$ cat config.mk
export PLATFORM = sky130hd
export DESIGN_NAME = alu_operand_collector_flat
export DESIGN_NICKNAME = d
export VERILOG_FILES = /design/src/rtl/alu_collect_pkg.sv /design/src/rtl/alu_operand_collector_if.sv /design/src/rtl/alu_collect_timer.sv /design/src/rtl/alu_operand_collector.sv /design/src/flat_wrapper.sv
export SDC_FILE = /design/constraint.sdc
export NUM_CORES = 1
export LEC_CHECK = 0
export ABC_CLOCK_PERIOD_IN_PS = 3100
export CAP_MARGIN = 20
export CORE_ASPECT_RATIO = 1.2
export CORE_MARGIN = 1.5
export CORE_UTILIZATION = 52
export CTS_CLUSTER_DIAMETER = 100
export DETAILED_ROUTE_END_ITERATION = 6
export MAX_ROUTING_LAYER = met4
export PLACE_DENSITY = 0.8
export SYNTH_ARGS = -nofsm -noshare
export SYNTH_HDL_FRONTEND = slang
export SYNTH_SLANG_ARGS = --single-unit
export TNS_END_PERCENT = 5
$ cat constraint.sdc
create_clock -name clk -period 3.1 [get_ports clk]
set_input_delay 0.62 -clock clk [delete_from_list [all_inputs] [get_ports clk]]
set_output_delay 0.62 -clock clk [all_outputs]
set_load 0.01 [all_outputs]
$ cat src/rtl/alu_collect_pkg.sv
// Shared types and helpers for the ALU operand collector.
// The command encoding matches the ALU. Optional feature macro:
// ALU_COLLECT_CMD_CHECK_EN.
`ifndef DWIDTH
`define DWIDTH 8
`endif
`ifndef CWIDTH
`define CWIDTH 4
`endif

package alu_collect_pkg;

  localparam int DWIDTH_DEF   = `DWIDTH;
  localparam int CWIDTH_DEF   = `CWIDTH;
  localparam int TIMEOUT_DEF  = 16;
  localparam int MUL_HOLD_DEF = 3;

  // Arithmetic commands (mode = 1).
  typedef enum logic [3:0] {
    CMD_ADD     = 4'd0,
    CMD_SUB     = 4'd1,
    CMD_ADD_CIN = 4'd2,
    CMD_SUB_CIN = 4'd3,
    CMD_INC_A   = 4'd4,
    CMD_DEC_A   = 4'd5,
    CMD_INC_B   = 4'd6,
    CMD_DEC_B   = 4'd7,
    CMD_CMP     = 4'd8,
    CMD_ADD_MUL = 4'd9,
    CMD_SH_MUL  = 4'd10
  } arith_cmd_e;

  // Logical commands (mode = 0).
  typedef enum logic [3:0] {
    CMD_AND     = 4'd0,
    CMD_NAND    = 4'd1,
    CMD_OR      = 4'd2,
    CMD_NOR     = 4'd3,
    CMD_XOR     = 4'd4,
    CMD_XNOR    = 4'd5,
    CMD_NOT_A   = 4'd6,
    CMD_NOT_B   = 4'd7,
    CMD_SHR1_A  = 4'd8,
    CMD_SHL1_A  = 4'd9,
    CMD_SHR1_B  = 4'd10,
    CMD_SHL1_B  = 4'd11,
    CMD_ROL_A_B = 4'd12,
    CMD_ROR_A_B = 4'd13
  } logic_cmd_e;

  typedef enum logic [1:0] {IDLE, COLLECT, ISSUE, HOLD} state_e;

  // Timer operations requested by the collector FSM.
  typedef enum logic [2:0] {TMR_CLR, TMR_START, TMR_INC, TMR_LOAD, TMR_DEC} timer_op_e;

  // True when the command consumes both operands.
  function automatic logic need_both(input logic mode, input logic [3:0] cmd);
    logic both;
    both = 1'b0;
    if (mode) begin
      case (cmd)
        CMD_ADD, CMD_SUB, CMD_ADD_CIN, CMD_SUB_CIN,
        CMD_CMP, CMD_SH_MUL, CMD_ADD_MUL: both = 1'b1;
        default:                          both = 1'b0;
      endcase
    end else begin
      case (cmd)
        CMD_AND, CMD_NAND, CMD_OR, CMD_NOR,
        CMD_XOR, CMD_XNOR, CMD_ROL_A_B, CMD_ROR_A_B: both = 1'b1;
        default:                                   both = 1'b0;
      endcase
    end
    return both;
  endfunction

  // Multiply commands need their inputs held for the ALU's extra cycles.
  function automatic logic is_mul(input logic mode, input logic [3:0] cmd);
    return mode && ((cmd == CMD_SH_MUL) || (cmd == CMD_ADD_MUL));
  endfunction

endpackage

$ cat src/rtl/alu_operand_collector_if.sv
// Upstream beat bus plus ALU pin bundle of the operand collector.
// err_cmd exists only when ALU_COLLECT_CMD_CHECK_EN is defined.
interface alu_operand_collector_if #(
  parameter int DWIDTH = alu_collect_pkg::DWIDTH_DEF,
  parameter int CWIDTH = alu_collect_pkg::CWIDTH_DEF
);
  logic              in_valid;
  logic              in_ready;
  logic [1:0]        in_inp_valid;
  logic [DWIDTH-1:0] in_opa;
  logic [DWIDTH-1:0] in_opb;
  logic              in_mode;
  logic [CWIDTH-1:0] in_cmd;
  logic              in_cin;
  logic              alu_ce;
  logic [DWIDTH-1:0] alu_opa;
  logic [DWIDTH-1:0] alu_opb;
  logic              alu_mode;
  logic [CWIDTH-1:0] alu_cmd;
  logic              alu_cin;
  logic [1:0]        alu_inp_valid;
  logic              err_timeout;
  logic              busy;
`ifdef ALU_COLLECT_CMD_CHECK_EN
  logic              err_cmd;
`endif

  // Collector side.
  modport slave (
    input  in_valid, in_inp_valid, in_opa, in_opb, in_mode, in_cmd, in_cin,
    output in_ready, alu_ce, alu_opa, alu_opb, alu_mode, alu_cmd, alu_cin,
           alu_inp_valid, err_timeout, busy
`ifdef ALU_COLLECT_CMD_CHECK_EN
    , output err_cmd
`endif
  );

  // Beat source / observer side.
  modport master (
    output in_valid, in_inp_valid, in_opa, in_opb, in_mode, in_cmd, in_cin,
    input  in_ready, alu_ce, alu_opa, alu_opb, alu_mode, alu_cmd, alu_cin,
           alu_inp_valid, err_timeout, busy
`ifdef ALU_COLLECT_CMD_CHECK_EN
    , input err_cmd
`endif
  );
endinterface

$ cat src/rtl/alu_collect_timer.sv
// Collection-window up-counter that doubles as the multiply-hold down-counter.
// MUL_HOLD must not exceed TIMEOUT so both fit in CW bits.
module alu_collect_timer
  import alu_collect_pkg::*;
#(
  parameter int TIMEOUT  = TIMEOUT_DEF,
  parameter int MUL_HOLD = MUL_HOLD_DEF,
  parameter int CW       = $clog2(TIMEOUT + 1)
) (
  input  logic          clk,
  input  logic          rst,
  input  timer_op_e     op,
  output logic [CW-1:0] cnt,
  output logic          expired,
  output logic          hold_last
);

  // Counter register: START loads 1 because the first beat's own cycle counts.
  always_ff @(posedge clk or negedge rst) begin
    if (!rst) begin
      // NOTE: sequential state uses non-blocking assignments so every register
      // samples pre-edge values regardless of block ordering.
      cnt <= '0;
    end else begin
      case (op)
        TMR_START: cnt <= CW'(1);
        TMR_INC:   cnt <= cnt + CW'(1);
        TMR_LOAD:  cnt <= CW'(MUL_HOLD);
        TMR_DEC:   cnt <= cnt - CW'(1);
        default:   cnt <= '0;
      endcase
    end
  end

  assign expired   = (cnt == CW'(TIMEOUT));
  assign hold_last = (cnt == CW'(1));

endmodule

$ cat src/rtl/alu_operand_collector.sv
// Merges A/B operand beats into one stable command set for the ALU, enforces
// the arrival window and holds multiply commands. Optional feature macro:
// ALU_COLLECT_CMD_CHECK_EN (adds err_cmd and restarts on mode/cmd mismatch).
module alu_operand_collector
  import alu_collect_pkg::*;
#(
  parameter int DWIDTH   = DWIDTH_DEF,
  parameter int CWIDTH   = CWIDTH_DEF,
  parameter int TIMEOUT  = TIMEOUT_DEF,
  parameter int MUL_HOLD = MUL_HOLD_DEF
) (
  input logic                    clk,
  input logic                    rst,
  alu_operand_collector_if.slave bus
);

  localparam int CW = $clog2(TIMEOUT + 1);

  state_e            state, state_nxt;
  logic [DWIDTH-1:0] hold_opa, hold_opb, opa_nxt, opb_nxt;
  logic              hold_mode, mode_nxt, hold_cin, cin_nxt;
  logic [CWIDTH-1:0] hold_cmd, cmd_nxt;
  logic [1:0]        flags, flags_nxt;
  logic              flags_clr, complete, accept, ready, restart, timeout_nxt;
  timer_op_e         tmr_op;
  logic [CW-1:0]     cnt;
  logic              expired, hold_last;

  logic              ce_q, mode_q, cin_q, timeout_q;
  logic [1:0]        inp_valid_q;
  logic [DWIDTH-1:0] opa_q, opb_q;
  logic [CWIDTH-1:0] cmd_q;

  alu_collect_timer #(.TIMEOUT(TIMEOUT), .MUL_HOLD(MUL_HOLD), .CW(CW)) u_timer (
    .clk(clk), .rst(rst), .op(tmr_op), .cnt(cnt), .expired(expired), .hold_last(hold_last)
  );

  assign ready  = (state == IDLE) || (state == COLLECT);
  assign accept = bus.in_valid && ready && (bus.in_inp_valid != 2'b00);

  // Next-state, operand merge and timer control.
  always_comb begin
    // NOTE: every output of this block gets a default first so no path leaves
    // a signal unassigned and no latch is inferred.
    state_nxt   = state;
    mode_nxt    = hold_mode;
    cmd_nxt     = hold_cmd;
    cin_nxt     = hold_cin;
    opa_nxt     = hold_opa;
    opb_nxt     = hold_opb;
    flags_nxt   = flags;
    flags_clr   = 1'b0;
    tmr_op      = TMR_CLR;
    timeout_nxt = 1'b0;
    restart     = 1'b0;
`ifdef ALU_COLLECT_CMD_CHECK_EN
    restart = (state == COLLECT) && accept &&
              ((bus.in_mode != hold_mode) || (bus.in_cmd != hold_cmd));
`endif
    if (accept) begin
      if ((state == IDLE) || restart) begin
        mode_nxt  = bus.in_mode;
        cmd_nxt   = bus.in_cmd;
        cin_nxt   = bus.in_cin;
        flags_nxt = bus.in_inp_valid;
      end else begin
        flags_nxt = flags | bus.in_inp_valid;
      end
      if (bus.in_inp_valid[0]) opa_nxt = bus.in_opa;
      if (bus.in_inp_valid[1]) opb_nxt = bus.in_opb;
    end
    complete = need_both(mode_nxt, cmd_nxt[3:0]) ? (flags_nxt == 2'b11)
                                                 : (flags_nxt != 2'b00);
    case (state)
      IDLE: begin
        if (accept) begin
          if (complete) begin
            state_nxt = ISSUE;
          end else begin
            state_nxt = COLLECT;
            tmr_op    = TMR_START;
          end
        end
      end
      COLLECT: begin
        if (complete) begin
          state_nxt = ISSUE;
        end else if (restart) begin
          tmr_op = TMR_START;
        end else if (expired) begin
          state_nxt   = IDLE;
          timeout_nxt = 1'b1;
          flags_clr   = 1'b1;
        end else begin
          tmr_op = TMR_INC;
        end
      end
      ISSUE: begin
        flags_clr = 1'b1;
        if (is_mul(hold_mode, hold_cmd[3:0])) begin
          state_nxt = HOLD;
          tmr_op    = TMR_LOAD;
        end else begin
          state_nxt = IDLE;
        end
      end
      HOLD: begin
        if (hold_last) state_nxt = IDLE;
        else           tmr_op    = TMR_DEC;
      end
      default: state_nxt = IDLE;
    endcase
  end

  // State register and the partially collected operand set.
  always_ff @(posedge clk or negedge rst) begin
    if (!rst) begin
      state     <= IDLE;
      hold_opa  <= '0;
      hold_opb  <= '0;
      hold_mode <= 1'b0;
      hold_cmd  <= '0;
      hold_cin  <= 1'b0;
      flags     <= '0;
    end else begin
      state     <= state_nxt;
      hold_opa  <= opa_nxt;
      hold_opb  <= opb_nxt;
      hold_mode <= mode_nxt;
      hold_cmd  <= cmd_nxt;
      hold_cin  <= cin_nxt;
      flags     <= flags_clr ? 2'b00 : flags_nxt;
    end
  end

  // Registered ALU pins: payload loads on entry to ISSUE and holds otherwise.
  always_ff @(posedge clk or negedge rst) begin
    if (!rst) begin
      ce_q        <= 1'b0;
      inp_valid_q <= 2'b00;
      opa_q       <= '0;
      opb_q       <= '0;
      mode_q      <= 1'b0;
      cmd_q       <= '0;
      cin_q       <= 1'b0;
      timeout_q   <= 1'b0;
    end else begin
      ce_q        <= (state_nxt == ISSUE) || (state_nxt == HOLD);
      inp_valid_q <= ((state_nxt == ISSUE) || (state_nxt == HOLD)) ? 2'b11 : 2'b00;
      timeout_q   <= timeout_nxt;
      if (state_nxt == ISSUE) begin
        opa_q  <= opa_nxt;
        opb_q  <= opb_nxt;
        mode_q <= mode_nxt;
        cmd_q  <= cmd_nxt;
        cin_q  <= cin_nxt;
      end
    end
  end

`ifdef ALU_COLLECT_CMD_CHECK_EN
  logic cmd_err_q;

  // One-cycle pulse for a beat that disagreed with the latched mode/cmd.
  always_ff @(posedge clk or negedge rst) begin
    if (!rst) cmd_err_q <= 1'b0;
    else      cmd_err_q <= restart;
  end

  assign bus.err_cmd = cmd_err_q;
`endif

  assign bus.in_ready      = ready;
  assign bus.busy          = (state != IDLE);
  assign bus.alu_ce        = ce_q;
  assign bus.alu_inp_valid = inp_valid_q;
  assign bus.alu_opa       = opa_q;
  assign bus.alu_opb       = opb_q;
  assign bus.alu_mode      = mode_q;
  assign bus.alu_cmd       = cmd_q;
  assign bus.alu_cin       = cin_q;
  assign bus.err_timeout   = timeout_q;

endmodule

$ cat src/flat_wrapper.sv
// flat-port wrapper written by rule: the top's interface ports become plain ports
module alu_operand_collector_flat import alu_collect_pkg::*;
#(
  parameter int DWIDTH   = DWIDTH_DEF,
  parameter int CWIDTH   = CWIDTH_DEF,
  parameter int TIMEOUT  = TIMEOUT_DEF,
  parameter int MUL_HOLD = MUL_HOLD_DEF
)
  (clk, rst, bus_in_valid, bus_in_inp_valid, bus_in_opa, bus_in_opb, bus_in_mode, bus_in_cmd, bus_in_cin, bus_in_ready, bus_alu_ce, bus_alu_opa, bus_alu_opb, bus_alu_mode, bus_alu_cmd, bus_alu_cin, bus_alu_inp_valid, bus_err_timeout, bus_busy);
  alu_operand_collector_if #(.DWIDTH(DWIDTH), .CWIDTH(CWIDTH)) bus_i ();
  input logic clk;
  input logic rst;
  input wire logic [$bits(bus_i.in_valid)-1:0] bus_in_valid;
  input wire logic [$bits(bus_i.in_inp_valid)-1:0] bus_in_inp_valid;
  input wire logic [$bits(bus_i.in_opa)-1:0] bus_in_opa;
  input wire logic [$bits(bus_i.in_opb)-1:0] bus_in_opb;
  input wire logic [$bits(bus_i.in_mode)-1:0] bus_in_mode;
  input wire logic [$bits(bus_i.in_cmd)-1:0] bus_in_cmd;
  input wire logic [$bits(bus_i.in_cin)-1:0] bus_in_cin;
  output wire logic [$bits(bus_i.in_ready)-1:0] bus_in_ready;
  output wire logic [$bits(bus_i.alu_ce)-1:0] bus_alu_ce;
  output wire logic [$bits(bus_i.alu_opa)-1:0] bus_alu_opa;
  output wire logic [$bits(bus_i.alu_opb)-1:0] bus_alu_opb;
  output wire logic [$bits(bus_i.alu_mode)-1:0] bus_alu_mode;
  output wire logic [$bits(bus_i.alu_cmd)-1:0] bus_alu_cmd;
  output wire logic [$bits(bus_i.alu_cin)-1:0] bus_alu_cin;
  output wire logic [$bits(bus_i.alu_inp_valid)-1:0] bus_alu_inp_valid;
  output wire logic [$bits(bus_i.err_timeout)-1:0] bus_err_timeout;
  output wire logic [$bits(bus_i.busy)-1:0] bus_busy;
  assign bus_i.in_valid = bus_in_valid;
  assign bus_i.in_inp_valid = bus_in_inp_valid;
  assign bus_i.in_opa = bus_in_opa;
  assign bus_i.in_opb = bus_in_opb;
  assign bus_i.in_mode = bus_in_mode;
  assign bus_i.in_cmd = bus_in_cmd;
  assign bus_i.in_cin = bus_in_cin;
  assign bus_in_ready = bus_i.in_ready;
  assign bus_alu_ce = bus_i.alu_ce;
  assign bus_alu_opa = bus_i.alu_opa;
  assign bus_alu_opb = bus_i.alu_opb;
  assign bus_alu_mode = bus_i.alu_mode;
  assign bus_alu_cmd = bus_i.alu_cmd;
  assign bus_alu_cin = bus_i.alu_cin;
  assign bus_alu_inp_valid = bus_i.alu_inp_valid;
  assign bus_err_timeout = bus_i.err_timeout;
  assign bus_busy = bus_i.busy;
  alu_operand_collector #(.DWIDTH(DWIDTH), .CWIDTH(CWIDTH), .TIMEOUT(TIMEOUT), .MUL_HOLD(MUL_HOLD)) u_core (.clk(clk), .rst(rst), .bus(bus_i));
endmodule
==> metrics.csv <==
stage,metric,value,unit
detailed_routing,First-pass DRT Iterations,4,
clock_network,postcts setup bufs,0,
global_routing,largest net degree at the start of global routing,38,
placed_design,DP Wirelength,4322,um
global_routing,number of antenna violations at the first check in global routing,0,
critical_path,Crit path largest cell delay,0.58,ns
detailed_routing,WL/cell,16.84,um
power_and_ir_drop,pwr/cell area,1099,nW/um^2
sta,endpoints failing setup,0,
clock_network,post_cts resized,0,
global_routing,first-pass GRT wire length,9722,um
floorplan,# rows,29,
floorplan,Starting Density,53.52,%
sta,Setup WS post-layout,0.2266,ns
clock_network,CTS tree,built,
clock_network,CTS root buffer,clkbuf_8,
power_and_ir_drop,VDD IR max,0.6044,mV
logic_synthesis,synth warn,0,
global_routing,"Remaining Overflow, GRT",0,
critical_path,crit-path cells,"inv_1, ha_1, nand4b_1, o21ai_1, o22a_1, o211ai_2, a211oi_4, buf_12, mux2_1",
critical_path,Critical-path top delay cell,o21ai_1,
critical_path,startpoint types,register,
critical_path,Setup CP Type,reg2reg,
layout,fillers,412,
floorplan,Total Die Area,5829,um^2
logic_synthesis,most common flop cell mapped by yosys,dfrtp_1,
layout,Reg area,1376,um^2
logic_synthesis,Yosys top cell area share,49.22,%
placed_design,port bufs,54,
layout,Final Cell Area,3523,um^2
global_routing,gr usage total,21.48,%
clock_network,maximum clock path buffer count,2,
detailed_routing,Vias/cell,5.579,
sta,Max-Slew Margin vs Limit,54.62,%
logic_synthesis,Yosys reg bits,55,
sta,Final period util,92.69,%
detailed_routing,Post-DRT Antenna Nets,0,
power_and_ir_drop,Static Leak,1.525,nW
hold_path,Hold Path Class,in2async,
layout,Nets,315,
clock_network,clock latency on the worst-skew pair,0.30,ns
placed_design,Setup WS pre-CTS,-0.03323,ns
detailed_routing,drt initial violations,113,
sta,final hold viol count,0,
floorplan,I/O pins,55,
layout,layout cells sized above 1,23.93,%
clock_network,htree depth,2,
logic_synthesis,post-synthesis cell count,219,
detailed_routing,Post-Route WL,5760,um
sta,Max Freq,0.3480,GHz
critical_path,crit path launch,u_core.state[0],
floorplan,Die Ht,83.33,um
logic_synthesis,post-synthesis cell type count,55,
critical_path,Worst setup EP type,register,
logic_synthesis,Mean Syn Cell Area,12.77,um^2
layout,# diodes,0,
layout,"most common cell after layout, fill and taps aside",dfrtp_1,
placed_design,dpl cell area,3421,um^2
sta,RSZ-0062 raised after global routing,false,
floorplan,Core Region,5225,um^2
clock_network,TritonCTS buffer count,5,
sta,Least-Margin Pin Slew,0.6761,ns
sta,Setup Skew,0.003831,ns
clock_network,TritonCTS sink count,55,
critical_path,WP data required,3.28,ns
detailed_routing,drt drc,0,
logic_synthesis,cell taking the most area after synthesis,dfrtp_1,
sta,Period minus WS final,2.873,ns
outcome,status,"complete, no violations",
clock_network,quantity of hold-fixing buffers added after cts,0,
logic_synthesis,Post-Syn Nets,254,
critical_path,worst flop-to-flop path startpoint,u_core.state[0],
logic_synthesis,Post-synth ARST share,100.0,%
floorplan,die width,69.95,um
layout,most frequent cells in the layout,"55 x dfrtp_1, 53 x clkdlybuf4s50_1, 22 x mux2_2",
logic_synthesis,register area share after synthesis,49.22,%
critical_path,buffers and inverters on the worst path,2,
logic_synthesis,Area contributors post-synth,"dfrtp_1 49%, mux2_4 11%, mux2_2 8.9%",
critical_path,worst-path maximum fanout,20,
job,max_cap viols,0,
logic_synthesis,"EDFF count, synth",0,
layout,"Area growth, synth to finish",26.00,%
sta,Max Slew Vio Count,0,
logic_synthesis,area of the mapped netlist,2796,um^2
detailed_routing,via count,1908,
layout,Multi-input gate area,1333,um^2
placed_design,GP Congestion,0.8729,
critical_path,CP top delay family,compound AO/OA/AOI/OAI gates,
critical_path,WP data arrival,3.06,ns
clock_network,"Reg clk slew, reported paths",0.09,ns
global_routing,vias in the first global route,1991,
## worst paths after layout
path | to | slack [ns] | cells after the start
worst max-delay path | u_core.bus.alu_cmd[2] | 0.23 | 9
worst min-delay path | u_core.bus.alu_cmd[0] | 0.26 | 1
worst max register to register | u_core.bus.alu_cmd[2] | 0.23 | 9
worst min register to register | u_core.hold_opa[7] | 0.50 | 1
max in group asynchronous | u_core.hold_opb[0] | 2.02 | 2
min in group clk | u_core.hold_opa[7] | 0.50 | 1
## per-layer routing
| metal | GRT usage [%] | share of wire (%) |
|---|---|---|
| met2 | 35.67 | 52 |
| met1 | 27.72 | 44 |
| met5 | - | 0 |
| met3 | 3.034 | 3.2 |
| met4 | 5.769 | 0.83 |
## flip-flops by register name, summed over array words and instances, names as in the netlist
| register | count |
|---|---|
| u_core.bus.err_timeout | 1 |
| u_core.bus.alu_cin | 1 |
| u_core.u_timer.cnt | 5 |
| u_core.flags | 2 |
| u_core.hold_opb | 8 |
| u_core.bus.alu_cmd | 4 |
| u_core.hold_opa | 8 |
| u_core.bus.alu_inp_valid | 1 |
| u_core.hold_cmd | 4 |
| u_core.hold_cin | 1 |
| u_core.bus.alu_mode | 1 |
| u_core.state | 2 |
| u_core.bus.alu_opb | 8 |
| u_core.bus.alu_opa | 8 |
| u_core.hold_mode | 1 |
## worst register-to-register path, stage by stage, from the launching register on
cell	delay, ns
dfrtp_1	0.44
inv_1	0.13
ha_1	0.19
nand4b_1	0.16
o21ai_1	0.58
o22a_1	0.25
o211ai_2	0.14
a211oi_4	0.30
buf_12	0.24
mux2_1	0.35
## final cells by class
class / count / area share, %
clock buffer: 6 / 2.060
tap: 62 / 2.202
multi-input combinational: 147 / 37.82
inverter: 11 / 1.172
clock inverter: 1 / 0.8523
timing repair buffer: 60 / 16.83
sequential: 55 / 39.06
## power by group
part | internal, mW | switching, mW
clock | 0.237 | 0.217
combinational | 1.22 | 0.934
sequential | 1.07 | 0.196
total | 2.53 | 1.35
## Yosys cell counts, drive strengths merged (3+ instances only)
cell type	number
and2	6
buf	5
nor2	9
nand2	13
a211oi	3
dfrtp	55
inv	11
o21ai	7
a21oi	6
nand2b	3
or2	4
o211ai	4
nand4	3
mux2	45
ha	8
nand3	5
## logic make-up after synthesis
family	after synthesis	synth area share (%)
and+or+nand+nor	55	10.87
DFF	55	49.22
muxes	46	21.16
xor gates and xnor gates	1	0.3133
adders and majority gates	8	3.580
AOI/OAI and AO/OA	37	11.72
buffers and inverters	17	3.131
## through the flow
stage	total power, mW	hold slack, ns	instances	TNS [ns]	util, %
2_1_floorplan	2.707	0.3244	219	0	-
3_3_place_gp	3.365	0.4776	335	0	65.47
3_5_place_dp	3.441	0.4850	335	-0.09846	65.47
4_1_cts	3.906	0.2727	342	0	67.43
5_1_grt	4.119	0.2828	342	0	67.43
6_report	3.874	0.2574	342	0	67.43
No activity file was read; power rests on OpenSTA's default activity.
